File: src/rtl/uart_tx_serializer.sv
// Byte-wide UART transmitter: start bit, 8 data bits LSB-first, optional parity, 1 or 2 stop bits.
// One byte per tx_start/tx_busy handshake; tx, tx_busy and tx_done are all registered.
module uart_tx_serializer #(
  parameter int unsigned CLK_FREQ  = 100_000_000,
  parameter int unsigned BAUD_RATE = 115_200,
  parameter int unsigned PARITY    = 0,
  parameter int unsigned STOP_BITS = 1
) (
  input  logic       clk,
  input  logic       reset,
  input  logic       tx_start,
  input  logic [7:0] tx_data,
  output logic       tx_busy,
  output logic       tx_done,
  output logic       tx
);

  localparam int unsigned BAUD_DIV = CLK_FREQ / BAUD_RATE;
  localparam int unsigned BAUD_W   = (BAUD_DIV > 1) ? $clog2(BAUD_DIV) : 1;
  localparam logic [BAUD_W-1:0] BAUD_LAST = BAUD_W'(BAUD_DIV - 1);
  localparam logic [BAUD_W-1:0] BAUD_PRE  = BAUD_W'(BAUD_DIV - 2);
  localparam logic [2:0]        STOP_LAST = 3'(STOP_BITS - 1);

  typedef enum logic [2:0] {
    S_IDLE,
    S_START,
    S_DATA,
    S_PARITY,
    S_STOP
  } state_t;

  state_t            state_q, state_d;
  logic [BAUD_W-1:0] baud_cnt_q, baud_cnt_d;
  logic [2:0]        bit_cnt_q, bit_cnt_d;
  logic [7:0]        shift_q, shift_d;
  logic              parity_q, parity_d;
  logic              tx_d, tx_busy_d, tx_done_d;
  logic              baud_end;

  // State and datapath registers
  always_ff @(posedge clk) begin
    if (reset) begin
      state_q    <= S_IDLE;
      baud_cnt_q <= '0;
      bit_cnt_q  <= '0;
      shift_q    <= '0;
      parity_q   <= 1'b0;
      tx         <= 1'b1;
      tx_busy    <= 1'b0;
      tx_done    <= 1'b0;
    end else begin
      state_q    <= state_d;
      baud_cnt_q <= baud_cnt_d;
      bit_cnt_q  <= bit_cnt_d;
      shift_q    <= shift_d;
      parity_q   <= parity_d;
      tx         <= tx_d;
      tx_busy    <= tx_busy_d;
      tx_done    <= tx_done_d;
    end
  end

  // Next-state logic; tx_d is the level of the bit entered on this edge so tx only moves at bit boundaries
  always_comb begin
    state_d    = state_q;
    baud_cnt_d = baud_cnt_q;
    bit_cnt_d  = bit_cnt_q;
    shift_d    = shift_q;
    parity_d   = parity_q;
    tx_d       = tx;
    tx_done_d  = 1'b0;
    baud_end   = (baud_cnt_q == BAUD_LAST);

    case (state_q)
      S_IDLE: begin
        baud_cnt_d = '0;
        bit_cnt_d  = '0;
        tx_d       = 1'b1;
        if (tx_start) begin
          shift_d  = tx_data;
          parity_d = (PARITY == 2) ? ~^tx_data : ^tx_data;
          state_d  = S_START;
          tx_d     = 1'b0;
        end
      end
      S_START: begin
        baud_cnt_d = baud_cnt_q + BAUD_W'(1);
        if (baud_end) begin
          baud_cnt_d = '0;
          state_d    = S_DATA;
          tx_d       = shift_q[0];
        end
      end
      S_DATA: begin
        baud_cnt_d = baud_cnt_q + BAUD_W'(1);
        if (baud_end) begin
          baud_cnt_d = '0;
          if (bit_cnt_q == 3'd7) begin
            bit_cnt_d = '0;
            if (PARITY != 0) begin
              state_d = S_PARITY;
              tx_d    = parity_q;
            end else begin
              state_d = S_STOP;
              tx_d    = 1'b1;
            end
          end else begin
            bit_cnt_d = bit_cnt_q + 3'd1;
            shift_d   = shift_q >> 1;
            tx_d      = shift_q[1];
          end
        end
      end
      S_PARITY: begin
        baud_cnt_d = baud_cnt_q + BAUD_W'(1);
        if (baud_end) begin
          baud_cnt_d = '0;
          state_d    = S_STOP;
          tx_d       = 1'b1;
        end
      end
      S_STOP: begin
        baud_cnt_d = baud_cnt_q + BAUD_W'(1);
        // Registered pulse must be armed one cycle ahead to land in the final stop cycle
        if (bit_cnt_q == STOP_LAST && baud_cnt_q == BAUD_PRE) begin
          tx_done_d = 1'b1;
        end
        if (baud_end) begin
          baud_cnt_d = '0;
          if (bit_cnt_q == STOP_LAST) begin
            bit_cnt_d = '0;
            state_d   = S_IDLE;
          end else begin
            bit_cnt_d = bit_cnt_q + 3'd1;
          end
        end
      end
      default: begin
        state_d = S_IDLE;
        tx_d    = 1'b1;
      end
    endcase

    tx_busy_d = (state_d != S_IDLE);
  end

endmodule

File: config.mk
export PLATFORM = sky130hd
export DESIGN_NAME = uart_tx_serializer
export DESIGN_NICKNAME = d
export VERILOG_FILES = /design/src/rtl/uart_tx_serializer.sv
export SDC_FILE = /design/constraint.sdc
export NUM_CORES = 1
export LEC_CHECK = 0
export BUFFER_PORTS_ARGS = -buffer_cell sky130_fd_sc_hd__buf_2
export CORE_ASPECT_RATIO = 0.75
export CORE_UTILIZATION = 37
export CTS_CLUSTER_SIZE = 8
export DETAILED_ROUTE_END_ITERATION = 10
export PLACE_DENSITY = 0.55
export SLEW_MARGIN = 20
export SYNTH_ARGS = -nofsm -noshare
export SYNTH_HDL_FRONTEND = slang
export SYNTH_SLANG_ARGS = --single-unit
File: constraint.sdc
create_clock -name clk -period 1.83 [get_ports clk]
set_input_delay 0.366 -clock clk [delete_from_list [all_inputs] [get_ports clk]]
set_output_delay 0.366 -clock clk [all_outputs]
set_load 0.05 [all_outputs]
Word level (Yosys, flattened, before mapping)
Cells that the tools add are included.
Storage, ports and cells
  register bits: 27
  input port bits: 11
  output and inout port bits: 3
  word-level logic and storage cells: 61
Cells by class
  add/subtract/negate cells: 2
  equal/unequal tests: 13
  mux-type cells: 26
  bitwise operators: 1
  reductions and logical operators: 12
Operators with widths (count)
  two-way mux 3 bit: 11
  two-way mux 8 bit: 3
  == test 10 bit, second input constant: 2
  case mux 10 bit (2 select lines): 1
  case mux 8 bit (2 select lines): 1
  case mux 3 bit (5 select lines): 1
  inequality test 2 bit, second input constant: 6
  adder 10 x 1 -> 10 bit, second input constant: 1
  two-way mux 10 bit: 1
  case mux 3 bit (3 select lines): 1
  AND reduction 4 bit: 2
  == test 3 x 2 -> 1 bit, second input constant: 2
  == test 3 bit, second input constant: 2
  zero test 3 bit: 2
  two-way mux 1 bit: 6
  nonzero test 3 bit: 2
  case mux 1 bit (5 select lines): 1
  nonzero test 2 bit: 2
  OR reduction 4 bit: 1
  adder 3 x 1 -> 3 bit, second input constant: 1
  == test 3 x 1 -> 1 bit, second input constant: 1
  AND reduction 3 bit: 1
  OR reduction 2 bit: 1
  logical AND 1 bit: 1
  NOT 1 bit: 1

Depth between registers and ports, before layout
Gate-level depths: netlist of run 1.
  word-level depth: 5
  gate-level depth with buffers: 7

Worst setup path before layout of run 1
No wires, ideal clock.
  path kind: register to register
  start: reg baud_cnt_q[1]
  end: reg baud_cnt_q[8]
  data arrival time: 1.706 ns
  data required time: 1.760 ns
  slack: 0.053 ns
  stages on the path, launching flop included: 7
  buffers on the path: 1
  period minus slack after synthesis: 1.777 ns
  cells stage by stage: dfxtp_1 > ha_1 > buf_2 > nand3_1 > or4_1 > a211o_1 > a21oi_1
On the way
  longest elaborated chain between the ends: 3
Ends and longest elaborated chain
  start, declared: RTL line 33  | logic [BAUD_W-1:0] baud_cnt_q, baud_cnt_d;
  start signal, assigned: RTL line 53  | baud_cnt_q <= baud_cnt_d;
  adder 10 x 1 -> 10 bit / == test 10 bit (equally long branches)
  two-way mux 10 bit (*)
  case mux 10 bit (2 select lines) (*): RTL line 74  | case (state_q)
Mark *: on every way between the ends. The rest lies on a longest branch, timed or not.
A chain may end at the register's enable or synchronous reset.

Worst setup path in the final report of run 1
  start: reg bit_cnt_q[0]
  end: reg shift_q[2]
On the way
  longest elaborated chain between the ends: 3
Ends and longest elaborated chain
  start, declared: RTL line 34  | logic [2:0] bit_cnt_q, bit_cnt_d;
  start signal, assigned: RTL line 54  | bit_cnt_q <= bit_cnt_d;
  == test 3 bit: RTL line 98  | if (bit_cnt_q == 3'd7) begin
  inequality test 2 bit (no line)
  AND reduction 4 bit (no line)
  end signal, assigned: RTL line 55  | shift_q <= shift_d;
  end, declared: RTL line 35  | logic [7:0] shift_q, shift_d;
No other way between the ends.

==> results of run 1 <==
-- registers in the layout, indices dropped and copies added (netlist names) --
register    cells
baud_cnt_q     10
shift_q         8
bit_cnt_q       3
state_q         3
tx              1
tx_busy         1
tx_done         1
-- layout by cell type (no fill, tap or decap), drive strengths merged, types with 3 or more instances in the layout --
master,n
inv,8
nor2,15
or4,3
o21ai,22
mux2i,8
nand2,7
nand3,5
ha,5
nand4,4
clkbuf,3
dfxtp,27
nor3,4
nor2b,3
nand2b,4
a21oi,15
or3,9
buf,33
a22o,4
-- through the flow --
step	hold WS [ns]	setup slack (ns)	power (W)	cells	utilization
floorplan	0.4463	0.05314	0.0007038	185	-
global placement	0.4573	0.1066	0.0007450	257	0.4600
detailed placement	0.4678	0.05785	0.0007485	257	0.4600
CTS	0.3526	0.03385	0.001095	261	0.4721
global route	0.3635	0.004574	0.001141	262	0.4835
finish	0.3589	0.08550	0.001089	262	0.4835
-- repair_timing --
item,4_1_cts,5_1_grt
resized for setup,0,9
endpoints found under the setup margin,0,14
buffers inserted,0,1
-- cells by family (layout without fill, tap and decap cells) --
| family | Yosys count | after routing | share of synthesized area |
|---|---|---|---|
| fa+ha+maj | 5 | 5 | 0.04049 |
| compound gates | 59 | 59 | 0.2478 |
| buf+inv | 20 | 45 | 0.05668 |
| flops | 27 | 27 | 0.3498 |
| xor+xnor | 2 | 2 | 0.01134 |
| simple gates | 64 | 64 | 0.2421 |
| mux | 8 | 8 | 0.05182 |
-- power by group through the flow --
stage / Combinational (W) / Clock, W / Sequential, W
floorplan: 0.0000656 / 0 / 0.000638
global placement: 0.000118 / 0 / 0.000627
detailed placement: 0.000121 / 0 / 0.000628
CTS: 0.000121 / 0.000360 / 0.000614
global route: 0.000139 / 0.000384 / 0.000618
finish: 0.000127 / 0.000348 / 0.000615
-- area by class of cell --
type | instances | area (µm²)
clock buffer | 3 | 41.29
timing repair buffer | 33 | 215.2
multi-input combinational | 138 | 952.2
clock inverter | 1 | 5.005
fill | 381 | 1977
tap | 52 | 65.06
inverter | 8 | 30.03
sequential | 27 | 541.8
-- synth_stat cells (4+ instances only) --
master,instances,area share
clkbuf_1,7,0.017
nand2b_1,4,0.016
dfxtp_1,27,0.35
nor2_1,15,0.036
buf_2,4,0.013
a21oi_1,15,0.049
nand4_1,4,0.016
nand3_1,5,0.016
o21ai_0,22,0.071
ha_1,5,0.040
inv_1,8,0.019
nor3_1,4,0.013
a22o_1,4,0.023
nand2_1,7,0.017
mux2i_1,8,0.052
or3_1,9,0.036
-- critical path, cell delays in order (launching register included) --
cell	delay, ns
dfxtp_1	0.35
ha_1	0.21
ha_2	0.20
nor2b_1	0.13
o21ai_0	0.08
buf_4	0.18
or3_1	0.40
a21oi_2	0.14
-- routing by layer --
layer	part of all wire	track usage	up-vias
met3	0.047	0.04724	6
met2	0.42	0.2909	40
met5	0	0	-
met1	0.52	0.2751	705
li1	-	-	734
met4	0.013	0.06319	0
-- worst paths after layout --
kind                        startpoint                 endpoint  slack, ns
max          bit_cnt_q[0]$_SDFFE_PP0P_  shift_q[2]$_SDFFE_PP0P_       0.09
min                         tx_data[7]  shift_q[7]$_SDFFE_PP0P_       0.36
max reg2reg  bit_cnt_q[0]$_SDFFE_PP0P_  shift_q[2]$_SDFFE_PP0P_       0.09
min reg2reg    shift_q[6]$_SDFFE_PP0P_  shift_q[6]$_SDFFE_PP0P_       0.48
==> impl_metrics.ini, run 1 <==
[outcome]
outcome = finished clean

[detailed_routing]
dr.pass1.iters = 4
num_vias = 1485
wirelength_mm = 3.834
avgRoutedWirePerCell_um = 14.63
via_per_inst = 5.668
drc = 0
ant_nets = 0
first_iter_violations = 78

[floorplan]
io_pins = 14
initial_core_util = 0.4037
die_area_um2 = 4441
core_area_um2 = 3827
die_x_um = 76.62
die_h_um = 57.97
row_count = 19

[clock_network]
root_buffer = clkbuf_8
clk_latency_ns = 0.28
cts_inserted_buffers = 3
cts.clk_slew.worst_paths_ns = 0.09
hold_buffers = 0
cts_buffer_depth = 2
cts_tree = yes
htree_levels = 1
clock-sinks = 27

[timing]
min_period_ns = 1.744
slew_headroom = 0.6842
fin_skew_ns = 0.003650
hold_viol_final = 0
setup-tns-final_ns = 0
fin_crit_sh = 0.9533
final_max_slew_viol_count = 0
setup_viol = 0
rsz0062_at_grt = no
tightest_slew_ns = 0.4737
fmax_mhz = 573.2

[logic_synthesis]
syn_nets = 201
synth_edf_count = 0
synth_warnings = 0
yosysSeqAreaShare = 0.3498
yosys_most_used_dff = dfxtp_1
yosysUniqueCellTypes = 44
syn_inst = 185
synthArstFlopShare = 0
syn-cell-area_um2 = 1545
synth_seq_cells = 27
synth.avg_cell_area_um2 = 8.353

[grt]
grt_use_total = 0.1943
grt_max_degree = 25
grt_pass1_wl_mm = 6.713
grt_overflow = 0
antenna_found_initial = 0
grt_pass1_vias = 1403

[worst_setup_path]
worstPathRequired_ns = 2.05
cp_max_fo = 15
cp-end-kind = register
critPathLaunchType = register
path_class = register to register
reg2regPathDepth = 7
cp_data_arrival_time_ns = 1.96

[pwr]
p_switching_w = 0.0002788
cellLeakagePower_nw = 0.7030
p_comb_frac = 0.116
power_frac_seq = 0.564
switching_share = 0.2559
peakVddDrop_v = 0.0003614
clkPwrFrac = 0.319
p_per_area_nw_per_um2 = 588.7
p_int_w = 0.0008107

[min_path]
holdCritPathClass = primary input to register
whs_path_depth = 3

[place]
place_congestion = 0.9438
io_buffers = 13
dpl.hpwl_mm = 2.857
place_area_um2 = 1760

[flow_run]
maxCapViolCount = 0

[layout]
syn_to_final_growth_pct = 19.76
diodes = 0
stdcell_area_um2 = 1851
drive_gt1_frac = 0.2476
fin_nets = 227
(Power assumes the default switching activity.)
==> run 2: changes to the inputs <==
- PLACE_DENSITY: 0.55 -> 0.53
- clock period: 1.83 -> 2.1 ns (I/O delays scaled with it)
==> run 2 against run 1 <==
Design area fell by 5.5%. Register-to-register slack improved by 0.13 ns. Sequential share of layout area up 1.6 points. Via count is 4.6% lower. Utilization shrank 2.6 points. Maximum frequency shrank 7.4%.
==> impl_metrics.ini, run 2 (synthesis gave the netlist of run 1 again) <==
[clock_network]
hold_buffers = 0
cts_tree = yes
root_buffer = clkbuf_8
htree_levels = 1
cts.clk_slew.worst_paths_ns = 0.10
cts_setup_buffers = 0
clock-sinks = 27
cts_inserted_buffers = 3
cts_buffer_depth = 2
post_cts_resized = 0
clk_latency_ns = 0.28

[floorplan]
core_area_um2 = 3827
die_h_um = 57.97
die_x_um = 76.62
initial_core_util = 0.4037
row_count = 19
io_pins = 14
die_area_um2 = 4441

[grt]
grt_use_total = 0.1870
grt_pass1_vias = 1295
grt_overflow = 0
grt_pass1_wl_mm = 6.479
grt_max_degree = 25
antenna_found_initial = 0

[detailed_routing]
dr.pass1.iters = 4
drc = 0
wirelength_mm = 3.683
avgRoutedWirePerCell_um = 14.56
num_vias = 1417
via_per_inst = 5.601
first_iter_violations = 80
ant_nets = 0

[pwr]
cellLeakagePower_nw = 0.6529
peakVddDrop_v = 0.0001955
p_per_area_nw_per_um2 = 539.4

[timing]
min_period_ns = 1.885
fin_skew_ns = 0.009680
rsz0062_at_grt = no
post-route-worst-setup-slack_ns = 0.2151
tightest_slew_ns = 0.6325
slew_headroom = 0.5755
fin_crit_sh = 0.8976
fmax_mhz = 530.5
final_max_slew_viol_count = 0
setup_viol = 0
hold_viol_final = 0
setup-tns-final_ns = 0

[worst_setup_path]
r2r_slack_ns = 0.22
regToRegEndpoint = baud_cnt_q[8]$_SDFFE_PP0P_
cp-end-kind = register
path_class = register to register
slowest_delay_ns = 0.53
worst_path_max_delay_cell = or4_1
cp_data_arrival_time_ns = 2.10
worstPathRequired_ns = 2.32
reg2reg_from = baud_cnt_q[1]$_SDFFE_PP0P_
startpoint = baud_cnt_q[1]$_SDFFE_PP0P_
crit_chain = ha_1, nand3_1, or4_1, a211o_1, a21oi_1
cp_max_fo = 6
critPathLaunchType = register
reg2regPathDepth = 5

[layout]
syn_to_final_growth_pct = 13.20
fin_nets = 218
stdcell_area_um2 = 1749
largest_reg_flops = 10
most-common-layout-cells = 27 x dfxtp_1, 22 x o21ai_0, 15 x nor2_1, 15 x a21oi_1, 13 x buf_2
multi_input_area_um2 = 917.1
reg_top3 = baud_cnt_q (10), shift_q (8)
seq_area_um2 = 540.5
drive_gt1_frac = 0.1741
diodes = 0
regMostFlops = baud_cnt_q
fill_cells = 399
final_common_cell = dfxtp_1

[place]
dpl.hpwl_mm = 2.689
place_area_um2 = 1700
place_congestion = 0.8124
post-place-ws_ns = 0.2556
io_buffers = 13

[min_path]
holdCritPathClass = primary input to register
whs_path_depth = 3
holdPathEnd = shift_q[7]$_SDFFE_PP0P_
hold_start = tx_data[7]

[outcome]
outcome = finished clean

[flow_run]
maxCapViolCount = 0
[run 2: worst max-delay path: cells and delay by family, from the launching register on]
kind	cells	cell delay, ns
fa+ha+maj	1	0.22
flops	1	0.44
simple gates	2	0.74
compound gates	2	0.43
[run 2: how the worst max path moves through the flow]
stage / depth (start not counted) / slack (ns) / end
final: 5 / 0.22 / baud_cnt_q[8]$_SDFFE_PP0P_
after CTS: 4 / 0.22 / bit_cnt_q[0]$_SDFFE_PP0P_
after floorplan: 6 / 0.32 / baud_cnt_q[8]$_SDFFE_PP0P_
after global placement: 5 / 0.30 / baud_cnt_q[8]$_SDFFE_PP0P_
after detailed placement: 4 / 0.26 / bit_cnt_q[0]$_SDFFE_PP0P_
after global routing: 4 / 0.06 / bit_cnt_q[0]$_SDFFE_PP0P_
[run 2: cell type report]
cell class              count  share of cell area
multi-input cells         138              0.5243
flip-flops and latches     27              0.3090
repair buffers             24             0.08441
well taps                  52             0.03720
clock buffers               3             0.02361
inverters                   8             0.01717
clock inverters             1            0.004292
[run 2: metrics by stage]
step	hold WS [ns]	util	instances	power [W]
3_3_place_gp	0.4597	0.4443	249	0.0006460
6_report	0.4041	0.4570	253	0.0009435
3_5_place_dp	0.4649	0.4443	249	0.0006478
2_1_floorplan	0.4463	-	185	0.0006133
5_1_grt	0.4092	0.4570	253	0.0009956
4_1_cts	0.4015	0.4570	253	0.0009576
[run 2: where the power goes]
group | switching (W) | internal, W | total [W]
Clock | 0.000171 | 0.000135 | 0.000306
Combinational | 0.0000591 | 0.0000414 | 0.000100
Sequential | 0.0000102 | 0.000527 | 0.000537
[run 2: metal layers]
layer  wire [µm]  global-route usage
met5           0                   0
met4          42             0.05769
met3          90             0.03937
met2        1466              0.2677
met1        2084              0.2784
==> run 3: changes to the inputs <==
- ABC_AREA: unset -> 1
==> run 3 against run 2 <==
Utilization fell by 0.93 points. First-iteration DRC count up 78%. Clock power down 3%. Combinational power up 25%. Synthesized cell count increased by 26%. Setup slack better by 0.33 ns. Synthesized area decreased by 1.6%. Hold slack gained 0.0081 ns. Critical path depth rose by 4. Non-clock buffer count shrank 8. Maximum frequency grew 21%. Final cell count up 19%. Critical endpoint is now shift_q[4]$_SDFFE_PP0P_. Largest cell class unchanged.
==> impl_metrics.ini, run 3 <==
[logic_synthesis]
synth.most_common_cell = nand2_1
synthTopCellsByArea = dfxtp_1 36%, nand2_1 19%, nand3_1 8.9%, a21oi_1 6.6%, inv_1 5.4%
synth_seq_cells = 27
yosysTopAreaCell = dfxtp_1
synthArstFlopShare = 0
syn-cell-area_um2 = 1520
synth_edf_count = 0
yosys_most_used_dff = dfxtp_1
synth_common_cells = 76 x nand2_1, 27 x dfxtp_1, 27 x nand3_1
yosysUniqueCellTypes = 21
syn_inst = 233
synth_warnings = 0
yosysSeqAreaShare = 0.3556
syn_nets = 249
synth_top_cell_area_share = 0.3556
synth.avg_cell_area_um2 = 6.524

[floorplan]
initial_core_util = 0.3997
die_x_um = 76.02
io_pins = 14
die_area_um2 = 4372
row_count = 19
core_area_um2 = 3804
die_h_um = 57.51

[clock_network]
cts_setup_buffers = 0
cts_buffer_depth = 2
cts_tree = yes
cts.clk_slew.worst_paths_ns = 0.09
cts_inserted_buffers = 3
htree_levels = 1
root_buffer = clkbuf_8
post_cts_resized = 0
hold_buffers = 0
clock-sinks = 27
clk_latency_ns = 0.27

[worst_setup_path]
worst_path_max_delay_cell = dfxtp_1
worstPathRequired_ns = 2.31
cp_max_fo = 9
slowest_delay_ns = 0.33
path_class = register to register
crit_family = simple AND/OR/NAND/NOR gates
path_buf_inv = 2
crit_chain = ha_1, ha_1, inv_1, nand2_1, nor2_1, inv_1, nand2_2, nand3_1, a21oi_1
cp_data_arrival_time_ns = 1.77
critPathLaunchType = register
cp-end-kind = register

[timing]
hold_viol_final = 0
rsz0062_at_grt = no
tightest_slew_ns = 0.3662
fin_skew_ns = 0.001474
fmax_mhz = 642.4
slew_headroom = 0.7556
post-route-worst-setup-slack_ns = 0.5432
min_period_ns = 1.557
setup_viol = 0
final_max_slew_viol_count = 0
setup-tns-final_ns = 0
fin_crit_sh = 0.7413

[grt]
antenna_found_initial = 0
grt_use_total = 0.1679
grt_pass1_vias = 1172
grt_max_degree = 16
grt_pass1_wl_mm = 5.796
grt_overflow = 0

[layout]
fin_nets = 267
reg_top3 = baud_cnt_q (10), shift_q (8)
most-common-layout-cells = 76 x nand2_1, 27 x nand3_1, 27 x dfxtp_1
final_common_cell = nand2_1
regMostFlops = baud_cnt_q
syn_to_final_growth_pct = 12.02
largest_reg_flops = 10
drive_gt1_frac = 0.1520
diodes = 0

[detailed_routing]
avgRoutedWirePerCell_um = 11.50
drc = 0
ant_nets = 0
first_iter_violations = 142
num_vias = 1460
dr.pass1.iters = 4
wirelength_mm = 3.474
via_per_inst = 4.834

[pwr]
clkPwrFrac = 0.306
p_per_area_nw_per_um2 = 567.5
power_frac_seq = 0.565
switching_share = 0.2674
p_int_w = 0.0007080
peakVddDrop_v = 0.0003743
p_switching_w = 0.0002584
cellLeakagePower_nw = 0.7683
p_comb_frac = 0.129

[place]
post-place-ws_ns = 0.5573
io_buffers = 13
dpl.hpwl_mm = 2.710
place_congestion = 0.7933

[min_path]
holdCritPathClass = primary input to register

[outcome]
outcome = finished clean

[flow_run]
maxCapViolCount = 0
## run 3: changes by cell type after synthesis, sizes merged, moves of 8 or more
cell / before / now
or3: 9 / 0
mux2i: 8 / 0
o21ai: 22 / 10
inv: 8 / 25
nand3: 5 / 27
nand2: 7 / 84
## run 3: worst register-to-register path, stage by stage, from the launching register on
cell	delay [ns]
dfxtp_1	0.33
ha_1	0.20
ha_1	0.21
inv_1	0.06
nand2_1	0.09
nor2_1	0.10
inv_1	0.06
nand2_2	0.17
nand3_1	0.13
a21oi_1	0.15
## run 3: per-layer routing
layer / vias up / part of all wire / track usage
li1: 790 / - / -
met1: 632 / 0.59 / 0.2847
met2: 36 / 0.35 / 0.2065
met3: 2 / 0.058 / 0.03680
met4: 0 / 0.0066 / 0.02473
met5: - / 0 / 0
## run 3: logic make-up (layout without fill, tap and decap cells)
group                    count (synthesis)  in the layout  share of synthesized area
AND/OR/NAND/NOR                        141            141                     0.4214
AO/OA/AOI/OAI                           31             31                     0.1037
buffers and inverters                   28             45                    0.07242
flip-flops                              27             27                     0.3556
adder cells (fa/ha/maj)                  5              5                    0.04115
XOR/XNOR                                 1              1                   0.005762
## run 3: path summary, 6_finish.rpt
check / startpoint / endpoint / slack [ns] / depth (start not counted)
setup / recovery: bit_cnt_q[0]$_SDFFE_PP0P_ / shift_q[4]$_SDFFE_PP0P_ / 0.54 / 9
hold / removal: tx_data[7] / shift_q[7]$_SDFFE_PP0P_ / 0.41 / 3
setup reg to reg: bit_cnt_q[0]$_SDFFE_PP0P_ / shift_q[4]$_SDFFE_PP0P_ / 0.54 / 9
hold reg to reg: shift_q[7]$_SDFFE_PP0P_ / shift_q[7]$_SDFFE_PP0P_ / 0.47 / 2
## run 3: per-stage QoR
step,std cells,util,instance area (µm²),hold WS [ns],total power (W)
5_1_grt,302,0.4477,1703,0.4018,0.001017
3_5_place_dp,298,0.4355,1657,0.4569,0.0006831
4_1_cts,302,0.4477,1703,0.4033,0.0009843
3_3_place_gp,298,0.4355,1657,0.4568,0.0006854
6_report,302,0.4477,1703,0.4122,0.0009664
2_1_floorplan,233,-,1520,0.4334,0.0006451
## run 3: final cells by class
| cell class | instances | area (µm²) |
|---|---|---|
| clock buffer | 3 | 41.29 |
| clock inverter | 1 | 5.005 |
| fill | 406 | 2101 |
| inverter | 25 | 93.84 |
| multi-input combinational | 178 | 869.6 |
| sequential | 27 | 540.5 |
| tap | 52 | 65.06 |
| timing repair buffer | 16 | 87.58 |
## run 3: power by group through the flow
stage / registers [W] / logic, W / clock network [W]
after floorplan: 0.000567 / 0.0000780 / 0
after global placement: 0.000558 / 0.000127 / 0
after detailed placement: 0.000558 / 0.000125 / 0
after CTS: 0.000546 / 0.000126 / 0.000312
after global routing: 0.000549 / 0.000142 / 0.000325
final: 0.000546 / 0.000125 / 0.000296
